File: config.mk
export PLATFORM = sky130hd
export DESIGN_NAME = pwm_decoder
export DESIGN_NICKNAME = d
export VERILOG_FILES = /design/src/rtl/pwm_decoder.sv
export SDC_FILE = /design/constraint.sdc
export NUM_CORES = 1
export LEC_CHECK = 0
export BUFFER_PORTS_ARGS = -buffer_cell sky130_fd_sc_hd__clkbuf_2
export CORE_ASPECT_RATIO = 0.9
export CORE_UTILIZATION = 65
export DETAILED_ROUTE_END_ITERATION = 7
export PLACE_DENSITY = 0.84
export SLEW_MARGIN = 15
export SYNTH_ARGS = -nofsm -noshare
export SYNTH_HDL_FRONTEND = slang
export SYNTH_SLANG_ARGS = --single-unit
File: constraint.sdc
create_clock -name clk_1MHz -period 4.69 [get_ports clk_1MHz]
set_input_delay 0.2345 -clock clk_1MHz [delete_from_list [all_inputs] [get_ports clk_1MHz]]
set_output_delay 0.2345 -clock clk_1MHz [all_outputs]
set_load 0.05 [all_outputs]
File: src/rtl/pwm_decoder.sv
// PWM decoder: measures high time and period of a PWM input,
// recovers a 4-bit duty code and flags a stuck input.
module pwm_decoder #(
  parameter int TIMEOUT_CYC = 4000
) (
  input  logic        clk_1MHz,
  input  logic        rst_n,
  input  logic        pwm_in,
  output logic [15:0] high_cycles,
  output logic [15:0] period_cycles,
  output logic [3:0]  duty_code,
  output logic        result_valid,
  output logic        stuck,
  output logic        stuck_level,
  output logic        overrun
);

  typedef enum logic [1:0] {IDLE, HIGH, LOW} state_e;

  localparam logic [15:0] TMO = 16'(TIMEOUT_CYC);

  state_e      state_q, state_d;
  logic        s1_q, s2_q, hist_q;
  logic        rise, fall, edge_det;
  logic        timeout, done;
  logic [15:0] tmo_q, tmo_d;
  logic [15:0] hi_q, hi_d;
  logic [15:0] per_q, per_d;
  logic        busy_q, busy_d;
  logic [2:0]  step_q, step_d;
  logic [16:0] rem_q, rem_d, rem_sh;
  logic [15:0] dh_q, dh_d;
  logic [15:0] dp_q, dp_d;
  logic [3:0]  quo_q, quo_d;
  logic [15:0] hc_q, hc_d;
  logic [15:0] pc_q, pc_d;
  logic [3:0]  dc_q, dc_d;
  logic        rv_q, rv_d;
  logic        st_q, st_d;
  logic        lv_q, lv_d;
  logic        ov_q, ov_d;

  assign rise     = s2_q & ~hist_q;
  assign fall     = ~s2_q & hist_q;
  assign edge_det = s2_q ^ hist_q;
  assign timeout  = ~edge_det &
                    (tmo_q == TMO - 16'd1);

  assign high_cycles   = hc_q;
  assign period_cycles = pc_q;
  assign duty_code     = dc_q;
  assign result_valid  = rv_q;
  assign stuck         = st_q;
  assign stuck_level   = lv_q;
  assign overrun       = ov_q;

  // Two-stage synchroniser plus history bit for edge detection
  always_ff @(posedge clk_1MHz or negedge rst_n) begin
    if (!rst_n) begin
      s1_q   <= 1'b0;
      s2_q   <= 1'b0;
      hist_q <= 1'b0;
    end else begin
      s1_q   <= pwm_in;
      s2_q   <= s1_q;
      hist_q <= s2_q;
    end
  end

  // FSM state register
  always_ff @(posedge clk_1MHz or negedge rst_n) begin
    if (!rst_n) state_q <= IDLE;
    else        state_q <= state_d;
  end

  // FSM next state; a rise seen in LOW closes one period
  always_comb begin
    state_d = state_q;
    done    = 1'b0;
    if (timeout) begin
      state_d = IDLE;
    end else begin
      unique case (state_q)
        IDLE: if (rise) state_d = HIGH;
        HIGH: if (fall) state_d = LOW;
        LOW: begin
          if (rise) begin
            state_d = HIGH;
            done    = 1'b1;
          end
        end
        default: state_d = IDLE;
      endcase
    end
  end

  // Edge-age, high-time and period counters
  always_comb begin
    tmo_d = tmo_q;
    hi_d  = hi_q;
    per_d = per_q;
    if (edge_det)         tmo_d = '0;
    else if (tmo_q != TMO) tmo_d = tmo_q + 16'd1;
    if (timeout) begin
      hi_d  = '0;
      per_d = '0;
    end else if (rise) begin
      hi_d  = 16'd1;
      per_d = 16'd1;
    end else begin
      if (state_q == HIGH && !fall)
        hi_d = hi_q + 16'd1;
      if (state_q != IDLE)
        per_d = per_q + 16'd1;
    end
  end

  // Divider steps, result publication and stuck reporting
  always_comb begin
    busy_d = busy_q;
    step_d = step_q;
    rem_d  = rem_q;
    dh_d   = dh_q;
    dp_d   = dp_q;
    quo_d  = quo_q;
    hc_d   = hc_q;
    pc_d   = pc_q;
    dc_d   = dc_q;
    st_d   = st_q;
    lv_d   = lv_q;
    rv_d   = 1'b0;
    ov_d   = 1'b0;
    rem_sh = rem_q << 1;
    if (timeout) begin
      busy_d = 1'b0;
      step_d = '0;
      hc_d   = '0;
      pc_d   = '0;
      dc_d   = {4{s2_q}};
      st_d   = 1'b1;
      lv_d   = s2_q;
      rv_d   = 1'b1;
    end else begin
      if (edge_det) begin
        st_d = 1'b0;
        lv_d = 1'b0;
      end
      if (busy_q) begin
        if (step_q == 3'd4) begin
          busy_d = 1'b0;
          hc_d   = dh_q;
          pc_d   = dp_q;
          dc_d   = quo_q;
          rv_d   = 1'b1;
        end else begin
          step_d = step_q + 3'd1;
          if (rem_sh >= {1'b0, dp_q}) begin
            rem_d = rem_sh - {1'b0, dp_q};
            quo_d = {quo_q[2:0], 1'b1};
          end else begin
            rem_d = rem_sh;
            quo_d = {quo_q[2:0], 1'b0};
          end
        end
      end
      if (done) begin
        if (busy_q) begin
          ov_d = 1'b1;
        end else begin
          busy_d = 1'b1;
          step_d = '0;
          rem_d  = {1'b0, hi_q};
          dh_d   = hi_q;
          dp_d   = per_q;
          quo_d  = '0;
        end
      end
    end
  end

  // Datapath and output registers
  always_ff @(posedge clk_1MHz or negedge rst_n) begin
    if (!rst_n) begin
      tmo_q  <= '0;
      hi_q   <= '0;
      per_q  <= '0;
      busy_q <= 1'b0;
      step_q <= '0;
      rem_q  <= '0;
      dh_q   <= '0;
      dp_q   <= '0;
      quo_q  <= '0;
      hc_q   <= '0;
      pc_q   <= '0;
      dc_q   <= '0;
      rv_q   <= 1'b0;
      st_q   <= 1'b0;
      lv_q   <= 1'b0;
      ov_q   <= 1'b0;
    end else begin
      tmo_q  <= tmo_d;
      hi_q   <= hi_d;
      per_q  <= per_d;
      busy_q <= busy_d;
      step_q <= step_d;
      rem_q  <= rem_d;
      dh_q   <= dh_d;
      dp_q   <= dp_d;
      quo_q  <= quo_d;
      hc_q   <= hc_d;
      pc_q   <= pc_d;
      dc_q   <= dc_d;
      rv_q   <= rv_d;
      st_q   <= st_d;
      lv_q   <= lv_d;
      ov_q   <= ov_d;
    end
  end

endmodule

==> impl_results.md <==
- Critical path arrival: ~3.7 ns
- DP Cell Count: 930
- CTS Buf Count: 17
- PortBufs: 42
- Final TNS setup: 0 ns
- Syn avg cell area: ~9.6 um2
- VDD IR max: 0.287 mV
- RSZ-0062 raised after global routing: no
- Number of H-tree levels: 4
- Sequential power share: 0.363
- Routed len/inst: roughly 17 um
- Final HPWL from detailed placement: approximately 11,000 um
- Startpoint Class: flop
- Commonest cells after routing, fill and taps aside: dfrtp_1 (149), nand2_1 (115), nor2_1 (94)
- First-pass GRT wire length: about 27,000 um
- Combinational Power Share: 0.338
- Worst Path Max Fanout: 20
- Gpl congestion: about 0.87
- P per Cell Area: 552 nW/um2
- Core ar.: between 10,000 and 15,000 um2
- Ant diodes: 0
- CP endpoint kind: flop
- Slew HR: 0.369
- Worst EP required: about 5.1 ns
- EDFF count, synth: 0
- Pwr Total: around 4.5 mW
- CTS tree: yes
- Antenna viol nets, final: 0
- Post-layout util: 0.757
- Clock share of power: 0.299
- Max clock buf depth: 2
- Worst-margin pin slew: around 0.95 ns
- Gr ovfl total: 0
- Iter 0 DRT Violations: 529
- CTS root buffer: clkbuf_16
- Layout cells sized above 1: 0.104
- Async S/R FF share, synth: 1.00
- Syn Inst Count: about 760
- Yosys cell types: 57
- Initial Util: 0.668
- Post-route DRC violation count: 0
- Min-delay worst type: reg2reg
- Syn_nets: between 700 and 800
- IO Pins: 43
- Die Footprint: 11,600 um2
- Clock tree sinks: around 150
- Crit share post-route: 0.704
- Sequential share of the synthesized area: 0.514
- Total track usage: 0.306
- Top_reg_cell synth: dfrtp_1
- Initial antenna violation count: 0
- Final setup vio count: 0
- Fmax: between 300 and 400 MHz
- Routed WL: 16,500 um
- Max cap viols: 0
- Setup bufs post-CTS: 0
- Fin crit period: about 3.3 ns
- Leakage power: around 4 nW
- # rows: 36
- Hold Vio Cnt, Final: 0
- Int Pwr: between 2 and 3 mW
- Die X: ~110 um
- Worst skew pair latency: roughly 0.43 ns
- Drt via density: ~6.0
- Final std cells w/o fill: slightly below 1,000
- Net Sw Frac: 0.358
- Outcome: completed
- Crit Path Category: reg2reg
- Vias in the first global route: around 5,500
- Clock skew: around 0.0076 ns
- Area Overhead vs Synth: 13.2%
- Pins Over Slew Limit: 0
- Clk pin slew, worst setup/hold paths: 0.06 ns
- Synthesized flop and latch total: approximately 150
- Die Span Y: 102 um
- Most common cell after layout, fill and taps aside: dfrtp_1
- Psw: 1.62 mW
- 1st-pass router iterations: 6
- Yosys warns: 0
- Largest net degree at the start of global routing: a little over 100
- Vias: a little under 6,000
- Net count, final: 827
- Mapped cell area: just over 7000 um2
[repair_timing]
action	CTS	global route
endpoints found under the hold margin	101	0
resized for setup	0	0
endpoints found under the setup margin	0	0
hold buffers	2	0
[worst max-delay path: stages, from the launching register on]
cell and delay, ns:
dfrtp_1 0.39, inv_1 0.07, ha_1 0.58, nor3b_1 0.66, a21boi_1 0.43, nor2_2 0.72
nand2_1 0.11, o211ai_1 0.12, a31o_1 0.14
[worst paths after layout]
path,from,to,slack (ns),cells after the start
max in group asynchronous,rst_n,high_cycles[15]$_DFFE_PN0P_,3.04,3
hold reg to reg,s1_q$_DFF_PN0_,s2_q$_DFF_PN0_,0.37,0
hold / removal,s1_q$_DFF_PN0_,s2_q$_DFF_PN0_,0.37,0
setup reg to reg,s2_q$_DFF_PN0_,rem_q[9]$_DFFE_PN0N_,1.39,8
setup / recovery,s2_q$_DFF_PN0_,rem_q[9]$_DFFE_PN0N_,1.39,8
min in group asynchronous,rst_n,dh_q[14]$_DFFE_PN0P_,0.47,2
[cell families after synthesis]
logic type	share of synthesized area
AO/OA/AOI/OAI	0.116
adder cells (fa/ha/maj)	0.0442
XOR/XNOR	0.0531
flip-flops	0.514
buffers and inverters	0.0305
AND/OR/NAND/NOR	0.196
multiplexers	0.0457
[state kept, by name, summed over array words and instances, names as in the netlist]
register and cells:
dh_q 16, dp_q 16, hi_q 16, high_cycles 16, per_q 16, period_cycles 16
rem_q 16, tmo_q 16, duty_code 4, quo_q 4, step_q 3, state_q 2
busy_q 1, hist_q 1, overrun 1, result_valid 1, s1_q 1, s2_q 1
stuck 1, stuck_level 1
[metrics by stage]
stage | hold slack, ns | setup slack, ns | instance area [um2]
6_report | 0.368 | 1.39 | 8210
5_1_grt | 0.390 | 1.18 | 8210
4_1_cts | 0.374 | 1.45 | 8210
3_5_place_dp | 0.347 | 1.48 | 7610
3_3_place_gp | 0.344 | 1.60 | 7610
2_1_floorplan | -0.0611 | 2.19 | 7250
[cell usage after synthesis (all sizes together), types with 2 or more instances]
| master | count | area, um2 |
|---|---|---|
| dfrtp | 149 | 3730 |
| nand2 | 115 | 432 |
| nor2 | 95 | 359 |
| a21oi | 44 | 220 |
| o21ai | 41 | 209 |
| inv | 32 | 120 |
| mux2i | 32 | 320 |
| ha | 24 | 300 |
| xor2 | 24 | 210 |
| clkbuf | 23 | 86.3 |
| xnor2 | 20 | 175 |
| nand3 | 16 | 80.1 |
| and2 | 13 | 81.3 |
| or3 | 13 | 81.3 |
| and3 | 12 | 75.1 |
| nor3 | 11 | 55.1 |
| o211ai | 11 | 82.6 |
| nor2b | 10 | 62.6 |
| a21boi | 9 | 67.6 |
| nand4 | 6 | 37.5 |
| a21o | 5 | 37.5 |
| o21a | 5 | 37.5 |
| a31oi | 4 | 25.0 |
| nor4 | 4 | 40.0 |
| a211oi | 3 | 22.5 |
| and4 | 3 | 26.3 |
| buf | 3 | 15.0 |
| nor3b | 3 | 22.5 |
| a2111oi | 2 | 17.5 |
| nand3b | 2 | 15.0 |
| or2 | 2 | 12.5 |
| or4b | 2 | 20.0 |
[metal layers]
metal / GRT usage / vias to the layer above / routed length, um / part of all wire
met5: 0 / - / 0 / 0
met3: 0.0694 / 45 / 1030 / 0.063
met4: 0.132 / 0 / 461 / 0.028
met2: 0.502 / 210 / 7900 / 0.48
li1: - / 2670 / - / -
met1: 0.398 / 2863 / 7130 / 0.43
[power groups by stage]
stage | logic (mW) | clock network, mW | registers, mW
after floorplan | 1.09 | 0 | 1.69
after global placement | 1.41 | 0 | 1.64
after detailed placement | 1.49 | 0 | 1.65
after CTS | 1.52 | 1.37 | 1.64
after global routing | 1.69 | 1.41 | 1.66
final | 1.53 | 1.36 | 1.65
[cell type report]
type                            count  area [um2]
Sequential cell                   149        3730
Multi-Input combinational cell    550        3320
Fill cell                         714        2640
Clock buffer                       21         450
Timing Repair Buffer               49         274
Tap cell                          152         190
Clock inverter                     10         131
Inverter                           32         120
No activity file was read; power rests on OpenSTA's default activity.
